[src/rtl/btn_event_pkg.sv]
// Shared types for the button event block.
// Channel FSM states and tick counter width.
package btn_event_pkg;

    localparam int CNT_W = 10;

    typedef enum logic [1:0] {
        IDLE,
        HOLD,
        REPEAT
    } state_e;

endpackage

[src/rtl/btn_chan.sv]
// One button channel: 3-flop synchronizer, edge detect,
// and press/hold/repeat FSM with registered event pulses.
module btn_chan #(
    parameter int LONG_MS   = 500,
    parameter int REPEAT_MS = 100
) (
    input  logic clk_i,
    input  logic rst_ni,
    input  logic tick_i,
    input  logic pb_i,
    output logic held_o,
    output logic press_o,
    output logic release_o,
    output logic long_o,
    output logic repeat_o
);
    import btn_event_pkg::*;

    localparam logic [CNT_W-1:0] LONG_END = CNT_W'(LONG_MS - 1);
    localparam logic [CNT_W-1:0] REP_END  = CNT_W'(REPEAT_MS - 1);

    logic             s1_q, s2_q, s3_q;
    logic             rise, fall;
    state_e           state_q, state_d;
    logic [CNT_W-1:0] cnt_q, cnt_d;
    logic             press_q, press_d;
    logic             rel_q, rel_d;
    logic             long_q, long_d;
    logic             rep_q, rep_d;

    assign rise = s2_q & ~s3_q;
    assign fall = ~s2_q & s3_q;

    always_ff @(posedge clk_i or negedge rst_ni) begin
        if (!rst_ni) begin
            s1_q    <= 1'b0;
            s2_q    <= 1'b0;
            s3_q    <= 1'b0;
            state_q <= IDLE;
            cnt_q   <= '0;
            press_q <= 1'b0;
            rel_q   <= 1'b0;
            long_q  <= 1'b0;
            rep_q   <= 1'b0;
        end else begin
            s1_q    <= pb_i;
            s2_q    <= s1_q;
            s3_q    <= s2_q;
            state_q <= state_d;
            cnt_q   <= cnt_d;
            press_q <= press_d;
            rel_q   <= rel_d;
            long_q  <= long_d;
            rep_q   <= rep_d;
        end
    end

    // A release edge is checked before the tick so it wins a tie.
    always_comb begin
        state_d = state_q;
        cnt_d   = cnt_q;
        press_d = 1'b0;
        rel_d   = 1'b0;
        long_d  = 1'b0;
        rep_d   = 1'b0;
        unique case (state_q)
            IDLE: begin
                if (rise) begin
                    state_d = HOLD;
                    cnt_d   = '0;
                    press_d = 1'b1;
                end
            end
            HOLD: begin
                if (fall) begin
                    state_d = IDLE;
                    cnt_d   = '0;
                    rel_d   = 1'b1;
                end else if (tick_i) begin
                    if (cnt_q == LONG_END) begin
                        state_d = REPEAT;
                        cnt_d   = '0;
                        long_d  = 1'b1;
                    end else begin
                        cnt_d = cnt_q + 1'b1;
                    end
                end
            end
            REPEAT: begin
                if (fall) begin
                    state_d = IDLE;
                    cnt_d   = '0;
                    rel_d   = 1'b1;
                end else if (tick_i) begin
                    if (cnt_q == REP_END) begin
                        cnt_d = '0;
                        rep_d = 1'b1;
                    end else begin
                        cnt_d = cnt_q + 1'b1;
                    end
                end
            end
            default: begin
                state_d = IDLE;
                cnt_d   = '0;
            end
        endcase
    end

    assign held_o    = s3_q;
    assign press_o   = press_q;
    assign release_o = rel_q;
    assign long_o    = long_q;
    assign repeat_o  = rep_q;

endmodule

[src/rtl/btn_event.sv]
// Button event generator: shared 1 ms prescaler feeding
// N_BTN independent press/long/repeat channels.
module btn_event #(
    parameter int N_BTN      = 4,
    parameter int CLK_PER_MS = 25000,
    parameter int LONG_MS    = 500,
    parameter int REPEAT_MS  = 100
) (
    input  logic             clk,
    input  logic             rst_n,
    input  logic [N_BTN-1:0] pb,
    output logic [N_BTN-1:0] held,
    output logic [N_BTN-1:0] press_p,
    output logic [N_BTN-1:0] release_p,
    output logic [N_BTN-1:0] long_p,
    output logic [N_BTN-1:0] repeat_p
);
    localparam int PW = $clog2(CLK_PER_MS);
    localparam logic [PW-1:0] PRE_END = PW'(CLK_PER_MS - 1);

    logic [PW-1:0] presc_q, presc_d;
    logic          tick;

    assign tick    = (presc_q == PRE_END);
    assign presc_d = tick ? '0 : presc_q + 1'b1;

    always_ff @(posedge clk or negedge rst_n) begin
        if (!rst_n) begin
            presc_q <= '0;
        end else begin
            presc_q <= presc_d;
        end
    end

    for (genvar i = 0; i < N_BTN; i++) begin : g_chan
        btn_chan #(
            .LONG_MS  (LONG_MS),
            .REPEAT_MS(REPEAT_MS)
        ) u_chan (
            .clk_i    (clk),
            .rst_ni   (rst_n),
            .tick_i   (tick),
            .pb_i     (pb[i]),
            .held_o   (held[i]),
            .press_o  (press_p[i]),
            .release_o(release_p[i]),
            .long_o   (long_p[i]),
            .repeat_o (repeat_p[i])
        );
    end

endmodule

[config.mk]
export PLATFORM = sky130hd
export DESIGN_NAME = btn_event
export DESIGN_NICKNAME = d
export VERILOG_FILES = /design/src/rtl/btn_event_pkg.sv /design/src/rtl/btn_chan.sv /design/src/rtl/btn_event.sv
export SDC_FILE = /design/constraint.sdc
export NUM_CORES = 1
export LEC_CHECK = 0
export CORE_ASPECT_RATIO = 1.25
export CORE_UTILIZATION = 35
export DETAILED_ROUTE_END_ITERATION = 16
export SYNTH_ARGS = -nofsm -noshare
export SYNTH_HDL_FRONTEND = slang
export SYNTH_SLANG_ARGS = --single-unit
[constraint.sdc]
create_clock -name clk -period 5.4 [get_ports clk]
set_input_delay 0.54 -clock clk [delete_from_list [all_inputs] [get_ports clk]]
set_output_delay 0.54 -clock clk [all_outputs]
set_load 0.02 [all_outputs]
==> results of run 1 <==
[per-layer routing]
metal  wire length (um)  part of all wire [%]
met5                  0                     0
met4                201                   2.1
met3                236                   2.5
met2               4760                    51
met1               4190                    45
[critical path, stage by stage (launching register included)]
cell	delay, ns
sky130_fd_sc_hd__dfrtp_1	0.40
sky130_fd_sc_hd__or4b_1	0.55
sky130_fd_sc_hd__nor4_2	0.33
sky130_fd_sc_hd__buf_4	0.27
sky130_fd_sc_hd__o21ai_0	0.12
sky130_fd_sc_hd__buf_4	0.20
sky130_fd_sc_hd__a21oi_1	0.63
sky130_fd_sc_hd__mux2_2	0.28
[logic make-up (layout without fill, tap and decap cells)]
| group | after synthesis | in the layout | synth area share [%] |
|---|---|---|---|
| AND/OR/NAND/NOR | 184 | 184 | 20.3 |
| AO/OA/AOI/OAI | 108 | 108 | 16.8 |
| flip-flops | 91 | 91 | 48.2 |
| buffers and inverters | 63 | 77 | 6.62 |
| adder cells (fa/ha/maj) | 17 | 17 | 4.50 |
| XOR/XNOR | 13 | 13 | 2.41 |
| multiplexers | 5 | 5 | 1.17 |
[area by class of cell]
type | count | area [um2] | share of cell area [%]
well taps | 171 | 214 | 4.04
multi-input cells | 327 | 2130 | 40.3
clock buffers | 11 | 243 | 4.59
inverters | 33 | 124 | 2.34
repair buffers | 29 | 278 | 5.25
clock inverters | 4 | 26.3 | 0.496
flip-flops and latches | 91 | 2280 | 43.0
[worst paths after layout]
kind                       depth (start not counted)                       startpoint                                    end
hold reg to reg                                    0  g_chan[0].u_chan.s1_q$_DFF_PN0_        g_chan[0].u_chan.s2_q$_DFF_PN0_
hold / removal                                     1                            rst_n    g_chan[3].u_chan.repeat_o$_DFF_PN0_
max in group asynchronous                          2                            rst_n  g_chan[2].u_chan.cnt_q[1]$_DFFE_PN0P_
setup / recovery                                   7            presc_q[12]$_DFF_PN0_  g_chan[1].u_chan.cnt_q[0]$_DFFE_PN0P_
setup reg to reg                                   7            presc_q[12]$_DFF_PN0_  g_chan[1].u_chan.cnt_q[0]$_DFFE_PN0P_
min in group clk                                   0  g_chan[0].u_chan.s1_q$_DFF_PN0_        g_chan[0].u_chan.s2_q$_DFF_PN0_
[Yosys cell counts (2+ instances only)]
library cell and count:
sky130_fd_sc_hd__a31oi_1 5, sky130_fd_sc_hd__and3b_1 2, sky130_fd_sc_hd__a41o_1 6, sky130_fd_sc_hd__or4b_2 2
sky130_fd_sc_hd__o211ai_1 2, sky130_fd_sc_hd__o2bb2ai_1 2, sky130_fd_sc_hd__mux2_2 3, sky130_fd_sc_hd__nand3_1 26
sky130_fd_sc_hd__a31o_2 3, sky130_fd_sc_hd__or4_1 3, sky130_fd_sc_hd__nor3b_1 3, sky130_fd_sc_hd__dfrtp_1 91
sky130_fd_sc_hd__nand4_1 8, sky130_fd_sc_hd__nor2_1 37, sky130_fd_sc_hd__nand2b_1 9, sky130_fd_sc_hd__and2_1 3
sky130_fd_sc_hd__a221o_1 9, sky130_fd_sc_hd__ha_1 17, sky130_fd_sc_hd__or3_1 5, sky130_fd_sc_hd__clkbuf_1 9
sky130_fd_sc_hd__nor2b_1 3, sky130_fd_sc_hd__xnor2_1 4, sky130_fd_sc_hd__a21oi_1 15, sky130_fd_sc_hd__nor3_1 17
sky130_fd_sc_hd__nand2_1 41, sky130_fd_sc_hd__xor2_1 9, sky130_fd_sc_hd__or2_2 5, sky130_fd_sc_hd__a22o_1 16
sky130_fd_sc_hd__and3_1 8, sky130_fd_sc_hd__buf_4 20, sky130_fd_sc_hd__nor4b_1 2, sky130_fd_sc_hd__a41oi_1 6
sky130_fd_sc_hd__a21o_1 6, sky130_fd_sc_hd__o21ai_0 20, sky130_fd_sc_hd__o22ai_1 11, sky130_fd_sc_hd__inv_1 33
sky130_fd_sc_hd__nor4_1 3
[registers in the layout (all words and copies together) (netlist names)]
signal / count
g_chan.u_chan.cnt_q: 40
presc_q: 15
g_chan.u_chan.state_q: 8
g_chan.u_chan.held_o: 4
g_chan.u_chan.long_o: 4
g_chan.u_chan.press_o: 4
g_chan.u_chan.release_o: 4
g_chan.u_chan.repeat_o: 4
g_chan.u_chan.s1_q: 4
g_chan.u_chan.s2_q: 4
[stage by stage]
stage	setup slack (ns)	total power [mW]	util, %	instances	hold slack, ns
6_report	2.55	1.87	40.0	666	0.103
3_3_place_gp	2.56	1.29	38.0	651	0.334
2_1_floorplan	2.71	1.17	-	481	0.244
4_1_cts	2.52	1.89	40.0	666	0.109
3_5_place_dp	2.54	1.30	38.0	651	0.336
5_1_grt	2.34	1.99	40.0	666	0.130
[power groups by stage]
| stage | combinational (mW) | sequential [mW] | clock (mW) |
|---|---|---|---|
| finish | 0.527 | 0.766 | 0.579 |
| global route | 0.588 | 0.773 | 0.624 |
| CTS | 0.528 | 0.766 | 0.599 |
| detailed placement | 0.525 | 0.779 | 0 |
| global placement | 0.513 | 0.776 | 0 |
| floorplan | 0.404 | 0.770 | 0 |
==> report_table.html, run 1 <==
<table>
<tr><th>Metric</th><th>Value</th></tr>
<tr><th colspan="2">Timing</th></tr>
<tr><td>Hold violation count in the final report</td><td>0</td></tr>
<tr><td>Final cycle utilization of the critical path</td><td>52.9%</td></tr>
<tr><td>Total negative slack</td><td>0 ns</td></tr>
<tr><td>Transition time at the pin with the least slew margin</td><td>1.04 ns</td></tr>
<tr><td>Final worst path period need</td><td>between 2 and 3 ns</td></tr>
<tr><td>Number of setup violations in the final report</td><td>0</td></tr>
<tr><td>Unrepaired setup endpoints after global routing</td><td>false</td></tr>
<tr><td>Final Skew</td><td>between 0.007 and 0.008 ns</td></tr>
<tr><td>Final Slew Violations</td><td>0</td></tr>
<tr><td>Relative max-transition margin</td><td>slightly below 30%</td></tr>
<tr><td>Maximum clock rate</td><td>350 MHz</td></tr>
<tr><th colspan="2">Power and ir drop</th></tr>
<tr><td>Peak supply drop</td><td>between 0.1 and 0.15 mV</td></tr>
<tr><td>Clock network fraction of design power</td><td>30.9%</td></tr>
<tr><td>Power share of the combinational group</td><td>28.2%</td></tr>
<tr><td>Switching share of power</td><td>32.5%</td></tr>
<tr><td>Net switching power of the design</td><td>between 0.6 and 0.7 mW</td></tr>
<tr><td>P per Cell Area</td><td>around 350 mW/mm2</td></tr>
<tr><td>Internal power</td><td>1.26 mW</td></tr>
<tr><td>Leakage power total</td><td>between 2 and 2.5 nW</td></tr>
<tr><td>Reg power frac</td><td>40.9%</td></tr>
<tr><th colspan="2">GRT</th></tr>
<tr><td>Initial antenna violation count</td><td>0</td></tr>
<tr><td>Largest net degree at the start of global routing</td><td>66</td></tr>
<tr><td>Total global routing track utilization</td><td>14.7%</td></tr>
<tr><td>Fraction of met3 tracks used by global routing</td><td>between 2 and 2.5%</td></tr>
<tr><td>Global-route congestion overflow total</td><td>0</td></tr>
<tr><td>Wire length of the first global-routing pass</td><td>16700 um</td></tr>
<tr><td>Number of global-route vias before repair</td><td>~3600</td></tr>
<tr><td>Busiest layer in global routing</td><td>met2</td></tr>
<tr><td>Met1 demand-to-capacity share in global routing</td><td>about 18%</td></tr>
<tr><td>Global Route met2 Usage</td><td>approximately 25%</td></tr>
<tr><th colspan="2">CTS</th></tr>
<tr><td>Number of buffers inserted to repair setup after CTS</td><td>0</td></tr>
<tr><td>Longest Clk Path Bufs</td><td>2</td></tr>
<tr><td>Number of hold buffers added after CTS</td><td>0</td></tr>
<tr><td>Maximum level of the CTS H-tree</td><td>3</td></tr>
<tr><td>Clock network latency to the later pin of the worst-skew pair</td><td>0.35 ns</td></tr>
<tr><td>TritonCTS clock tree</td><td>yes</td></tr>
<tr><td>Count of cells resized by post-cts repair</td><td>0</td></tr>
<tr><td>Total clock buffers created by CTS</td><td>9</td></tr>
<tr><td>Worst-path clk slew</td><td>approximately 0.06 ns</td></tr>
<tr><td>Cell at the root of the clock tree</td><td>sky130_fd_sc_hd__clkbuf_16</td></tr>
<tr><td>Number of sinks handled by clock tree synthesis</td><td>91</td></tr>
<tr><th colspan="2">Logic synthesis</th></tr>
<tr><td>Dominant cell type by area after synthesis</td><td>sky130_fd_sc_hd__dfrtp_1</td></tr>
<tr><td>Synth area leaders</td><td>sky130_fd_sc_hd__dfrtp_1 48%, sky130_fd_sc_hd__ha_1 4.5%, sky130_fd_sc_hd__nand2_1 3.3%</td></tr>
<tr><td>Share of async-settable or async-resettable flops after synthesis</td><td>100%</td></tr>
<tr><td>Gate count after technology mapping</td><td>slightly below 500</td></tr>
<tr><td>Yosys cell types</td><td>54</td></tr>
<tr><td>Synthesized flop and latch total</td><td>between 90 and 100</td></tr>
<tr><td>Post-synth net total</td><td>roughly 500</td></tr>
<tr><td>Yosys warns</td><td>0</td></tr>
<tr><td>Predominant post-synthesis flop cell</td><td>sky130_fd_sc_hd__dfrtp_1</td></tr>
<tr><td>Combined area of all synthesized cells</td><td>0.00472 mm2</td></tr>
<tr><td>Fraction of the yosys area taken by sequential cells</td><td>between 40% and 50%</td></tr>
<tr><td>Mean post-synth cell area</td><td>around 9.8 um2</td></tr>
<tr><td>Number of synthesized flops with an enable pin</td><td>0</td></tr>
<tr><td>Proportion of netlist area held by the largest area contributor</td><td>between 40% and 50%</td></tr>
<tr><th colspan="2">Min path</th></tr>
<tr><td>Worst min-delay path category</td><td>input pin to asynchronous set/reset pin</td></tr>
<tr><th colspan="2">Status</th></tr>
<tr><td>Run status</td><td>finished clean</td></tr>
<tr><th colspan="2">Floorplan</th></tr>
<tr><td>Die area</td><td>0.0140 mm2</td></tr>
<tr><td>Chip height</td><td>roughly 130 um</td></tr>
<tr><td>Top-level I/O count</td><td>26</td></tr>
<tr><td>Die boundary width</td><td>about 110 um</td></tr>
<tr><td>Cell Rows</td><td>47</td></tr>
<tr><td>Initial core utilization</td><td>35.7%</td></tr>
<tr><td>Area of the core</td><td>approximately 0.013 mm2</td></tr>
<tr><th colspan="2">Critical path</th></tr>
<tr><td>Nature of the critical path endpoint</td><td>flip-flop</td></tr>
<tr><td>Setup slack, reg-to-reg</td><td>between 2 and 3 ns</td></tr>
<tr><td>Required time reported for the critical path endpoint</td><td>approximately 5.7 ns</td></tr>
<tr><td>Worst setup SP type</td><td>flip-flop</td></tr>
<tr><td>Arrival time of the worst setup path</td><td>between 3 and 4 ns</td></tr>
<tr><td>Path type of the worst setup path</td><td>flip-flop to flip-flop</td></tr>
<tr><td>Largest fanout of any net on the critical path</td><td>15</td></tr>
<tr><th colspan="2">Placed design</th></tr>
<tr><td>Final estimated routing congestion in global placement</td><td>between 0.8 and 0.9</td></tr>
<tr><td>IO Port Bufs</td><td>25</td></tr>
<tr><td>HPWL after DPL</td><td>6480 um</td></tr>
<tr><td>Placed instance area</td><td>0.00502 mm2</td></tr>
<tr><th colspan="2">Route</th></tr>
<tr><td>Initial DRT Pass Iterations</td><td>4</td></tr>
<tr><td># DRC</td><td>0</td></tr>
<tr><td>Via density per instance</td><td>around 5.4</td></tr>
<tr><td>Average wire per standard cell</td><td>14.1 um</td></tr>
<tr><td>Final wirelength</td><td>~9400 um</td></tr>
<tr><td>First DRT Iteration DRCs</td><td>~110</td></tr>
<tr><td>Total via count after detailed routing</td><td>3583</td></tr>
<tr><td>Antenna violation net count after detailed routing</td><td>0</td></tr>
<tr><th colspan="2">Cells and area</th></tr>
<tr><td>Layout area overhead</td><td>12.1%</td></tr>
<tr><td>Nets@finish</td><td>514</td></tr>
<tr><td>Most common library cell in the layout ignoring fill and taps</td><td>sky130_fd_sc_hd__dfrtp_1</td></tr>
<tr><td>Commonest cells after routing, fill and taps aside</td><td>91 x sky130_fd_sc_hd__dfrtp_1, 41 x sky130_fd_sc_hd__nand2_1, 37 x sky130_fd_sc_hd__nor2_1, 33 x sky130_fd_sc_hd__inv_1, 26 x sky130_fd_sc_hd__nand3_1</td></tr>
<tr><td>Fill count</td><td>1293</td></tr>
<tr><td>Finished Cell Area</td><td>approximately 0.0053 mm2</td></tr>
<tr><td>Layout cell share with drive strength beyond 1</td><td>approximately 7.5%</td></tr>
<tr><td>Diode insertion count for antenna repair</td><td>0</td></tr>
<tr><th colspan="2">Job</th></tr>
<tr><td>Reported max-cap violation count</td><td>0</td></tr>
</table>
(Power assumes the default switching activity.)
==> run 2: changes to the inputs <==
==> constraint.sdc (replaced) <==
create_clock -name clk -period 2.9 [get_ports clk]
set_input_delay 0.29 -clock clk [delete_from_list [all_inputs] [get_ports clk]]
set_output_delay 0.29 -clock clk [all_outputs]
set_load 0.02 [all_outputs]
==> run 2 against run 1 <==
  * Maximum frequency rose by 7.3%
  * Clock power rose by 93%
  * Clock skew fell by 0.00057 ns
  * Via count fell by 1.0%
  * Total power rose by 90%
  * First-iteration DRC count rose by 58%
  * Critical path type unchanged
==> report_table.html, run 2 (synthesized netlist as in run 1, its figures left out) <==
<table>
<tr><th>Metric</th><th>Value</th></tr>
<tr><th colspan="2">GRT</th></tr>
<tr><td>Initial antenna violation count</td><td>0</td></tr>
<tr><td>Wire length of the first global-routing pass</td><td>about 16000 um</td></tr>
<tr><td>Busiest layer in global routing</td><td>met2</td></tr>
<tr><td>Global Route met2 Usage</td><td>a little under a quarter</td></tr>
<tr><td>Total global routing track utilization</td><td>between 10% and 20%</td></tr>
<tr><td>Largest net degree at the start of global routing</td><td>a little over 50</td></tr>
<tr><td>Fraction of met3 tracks used by global routing</td><td>3.06%</td></tr>
<tr><td>Global-route congestion overflow total</td><td>0</td></tr>
<tr><td>Number of global-route vias before repair</td><td>3490</td></tr>
<tr><td>Met1 demand-to-capacity share in global routing</td><td>18.2%</td></tr>
<tr><th colspan="2">Cells and area</th></tr>
<tr><td>Finished Cell Area</td><td>0.00536 mm2</td></tr>
<tr><td>Diode insertion count for antenna repair</td><td>0</td></tr>
<tr><td>Most common library cell in the layout ignoring fill and taps</td><td>sky130_fd_sc_hd__dfrtp_1</td></tr>
<tr><td>Layout cell share with drive strength beyond 1</td><td>approximately 8.4%</td></tr>
<tr><td>Layout area overhead</td><td>13.5%</td></tr>
<tr><td>Largest register FFs</td><td>40</td></tr>
<tr><td>Commonest cells after routing, fill and taps aside</td><td>91 x sky130_fd_sc_hd__dfrtp_1, 41 x sky130_fd_sc_hd__nand2_1, 37 x sky130_fd_sc_hd__nor2_1, 33 x sky130_fd_sc_hd__inv_1, 26 x sky130_fd_sc_hd__nand3_1</td></tr>
<tr><td>Largest registers</td><td>g_chan.u_chan.cnt_q x40, presc_q x15, g_chan.u_chan.state_q x8</td></tr>
<tr><td>Nets@finish</td><td>roughly 520</td></tr>
<tr><td>Fill count</td><td>about 1300</td></tr>
<tr><td>Register name with the most flops</td><td>g_chan.u_chan.cnt_q</td></tr>
<tr><th colspan="2">Critical path</th></tr>
<tr><td>Crit path cell chain</td><td>or4b_1 &gt; or4_1 &gt; or4_4 &gt; a21boi_2 &gt; mux2_1</td></tr>
<tr><td>Largest fanout of any net on the critical path</td><td>3</td></tr>
<tr><td>Path type of the worst setup path</td><td>flip-flop to flip-flop</td></tr>
<tr><td>Worst setup SP type</td><td>flip-flop</td></tr>
<tr><td>Largest stage delay on the critical path</td><td>around 0.56 ns</td></tr>
<tr><td>Worst path slowest cell</td><td>sky130_fd_sc_hd__or4_4</td></tr>
<tr><td>Required time reported for the critical path endpoint</td><td>3.13 ns</td></tr>
<tr><td>Arrival time of the worst setup path</td><td>about 2.9 ns</td></tr>
<tr><td>Nature of the critical path endpoint</td><td>flip-flop</td></tr>
<tr><th colspan="2">CTS</th></tr>
<tr><td>Number of buffers inserted to repair setup after CTS</td><td>0</td></tr>
<tr><td>Number of hold buffers added after CTS</td><td>1</td></tr>
<tr><td>Count of cells resized by post-cts repair</td><td>0</td></tr>
<tr><td>Total clock buffers created by CTS</td><td>9</td></tr>
<tr><td>TritonCTS clock tree</td><td>yes</td></tr>
<tr><td>Longest Clk Path Bufs</td><td>2</td></tr>
<tr><td>Cell at the root of the clock tree</td><td>sky130_fd_sc_hd__clkbuf_16</td></tr>
<tr><td>Number of sinks handled by clock tree synthesis</td><td>91</td></tr>
<tr><td>Clock network latency to the later pin of the worst-skew pair</td><td>0.35 ns</td></tr>
<tr><td>Worst-path clk slew</td><td>0.06 ns</td></tr>
<tr><td>Maximum level of the CTS H-tree</td><td>3</td></tr>
<tr><th colspan="2">Route</th></tr>
<tr><td># DRC</td><td>0</td></tr>
<tr><td>Average wire per standard cell</td><td>approximately 14 um</td></tr>
<tr><td>Initial DRT Pass Iterations</td><td>4</td></tr>
<tr><td>Total via count after detailed routing</td><td>between 3000 and 4000</td></tr>
<tr><td>Via density per instance</td><td>5.27</td></tr>
<tr><td>Antenna violation net count after detailed routing</td><td>0</td></tr>
<tr><td>Final wirelength</td><td>~9300 um</td></tr>
<tr><td>First DRT Iteration DRCs</td><td>168</td></tr>
<tr><th colspan="2">Placed design</th></tr>
<tr><td>HPWL after DPL</td><td>6430 um</td></tr>
<tr><td>Placed instance area</td><td>~0.005 mm2</td></tr>
<tr><td>IO Port Bufs</td><td>25</td></tr>
<tr><td>Final estimated routing congestion in global placement</td><td>0.834</td></tr>
<tr><th colspan="2">Floorplan</th></tr>
<tr><td>Die boundary width</td><td>~110 um</td></tr>
<tr><td>Initial core utilization</td><td>35.7%</td></tr>
<tr><td>Die area</td><td>0.0140 mm2</td></tr>
<tr><td>Area of the core</td><td>approximately 0.013 mm2</td></tr>
<tr><td>Chip height</td><td>between 100 and 150 um</td></tr>
<tr><td>Cell Rows</td><td>between 40 and 50</td></tr>
<tr><td>Top-level I/O count</td><td>26</td></tr>
<tr><th colspan="2">Status</th></tr>
<tr><td>Run status</td><td>finished clean</td></tr>
<tr><th colspan="2">Power and ir drop</th></tr>
<tr><td>Peak supply drop</td><td>approximately 0.26 mV</td></tr>
<tr><td>P per Cell Area</td><td>664 mW/mm2</td></tr>
<tr><td>Leakage power total</td><td>between 2 and 2.5 nW</td></tr>
<tr><th colspan="2">Timing</th></tr>
<tr><td>Total negative slack</td><td>0 ns</td></tr>
<tr><td>Final Skew</td><td>0.00733 ns</td></tr>
<tr><td>Transition time at the pin with the least slew margin</td><td>~0.85 ns</td></tr>
<tr><td>Maximum clock rate</td><td>~380 MHz</td></tr>
<tr><td>Relative max-transition margin</td><td>about 43%</td></tr>
<tr><td>Unrepaired setup endpoints after global routing</td><td>false</td></tr>
<tr><td>Hold violation count in the final report</td><td>0</td></tr>
<tr><td>Number of setup violations in the final report</td><td>0</td></tr>
<tr><td>Final cycle utilization of the critical path</td><td>roughly nine tenths</td></tr>
<tr><td>Final worst path period need</td><td>about 2.7 ns</td></tr>
<tr><td>Final Slew Violations</td><td>0</td></tr>
<tr><th colspan="2">Min path</th></tr>
<tr><td>Worst min-delay path category</td><td>flip-flop to flip-flop</td></tr>
<tr><th colspan="2">Job</th></tr>
<tr><td>Reported max-cap violation count</td><td>0</td></tr>
</table>
run 2: cell count changes in the layout (fill, tap and decap cells not counted):
cell and delta:
sky130_fd_sc_hd__buf_4 +6, sky130_fd_sc_hd__clkbuf_1 +1, sky130_fd_sc_hd__clkbuf_8 +2, sky130_fd_sc_hd__clkinv_2 -2, sky130_fd_sc_hd__dlygate4sd3_1 +1, sky130_fd_sc_hd__inv_6 -1
run 2: worst paths after layout:
path | start | to | slack [ns] | cells past startpoint
max | presc_q[12]$_DFF_PN0_ | g_chan[0].u_chan.state_q[0]$_DFFE_PN0P_ | 0.24 | 5
min | g_chan[0].u_chan.s1_q$_DFF_PN0_ | g_chan[0].u_chan.s2_q$_DFF_PN0_ | 0.35 | 0
max reg2reg | presc_q[12]$_DFF_PN0_ | g_chan[0].u_chan.state_q[0]$_DFFE_PN0P_ | 0.24 | 5
min reg2reg | g_chan[0].u_chan.s1_q$_DFF_PN0_ | g_chan[0].u_chan.s2_q$_DFF_PN0_ | 0.35 | 0
max in group asynchronous | rst_n | g_chan[2].u_chan.release_o$_DFF_PN0_ | 1.61 | 3
min in group asynchronous | rst_n | g_chan[3].u_chan.cnt_q[9]$_DFFE_PN0P_ | 0.51 | 2
run 2: through the flow:
stage	util, %	hold slack, ns	cells	power (mW)	setup WS [ns]
floorplan	-	-0.00559	481	2.19	0.211
global placement	38.3	0.333	657	2.44	0.257
detailed placement	38.3	0.339	657	2.46	0.229
CTS	40.5	0.352	673	3.59	0.222
global route	40.5	0.359	673	3.78	0.118
finish	40.5	0.349	673	3.56	0.239
run 2: per-layer routing:
layer,vias up,share of wire [%]
li1,1763,-
met1,1698,46
met2,68,48
met3,18,3.4
met4,0,2.5
met5,-,0
run 2: power breakdown:
part	leakage, nW	switching, mW	internal [mW]	total, mW
clock network	0.135	0.468	0.647	1.12
registers	1.21	0.0631	1.36	1.43
logic	0.994	0.595	0.422	1.02
total	2.34	1.13	2.43	3.56
run 2: final cells by class:
type                    count  area (um2)  area share, %
flip-flops and latches     91        2280           42.5
multi-input cells         327        2130           39.8
repair buffers             36         333           6.21
clock buffers              14         274           5.11
well taps                 171         214           3.99
inverters                  33         124           2.31
clock inverters             1        7.51          0.140
run 2: critical path, delay by kind of cell (launching register included):
| kind | cells | cell delay (ns) |
|---|---|---|
| AOI/OAI and AO/OA | 1 | 0.15 |
| DFF | 1 | 0.40 |
| muxes | 1 | 0.32 |
| and+or+nand+nor | 3 | 1.66 |
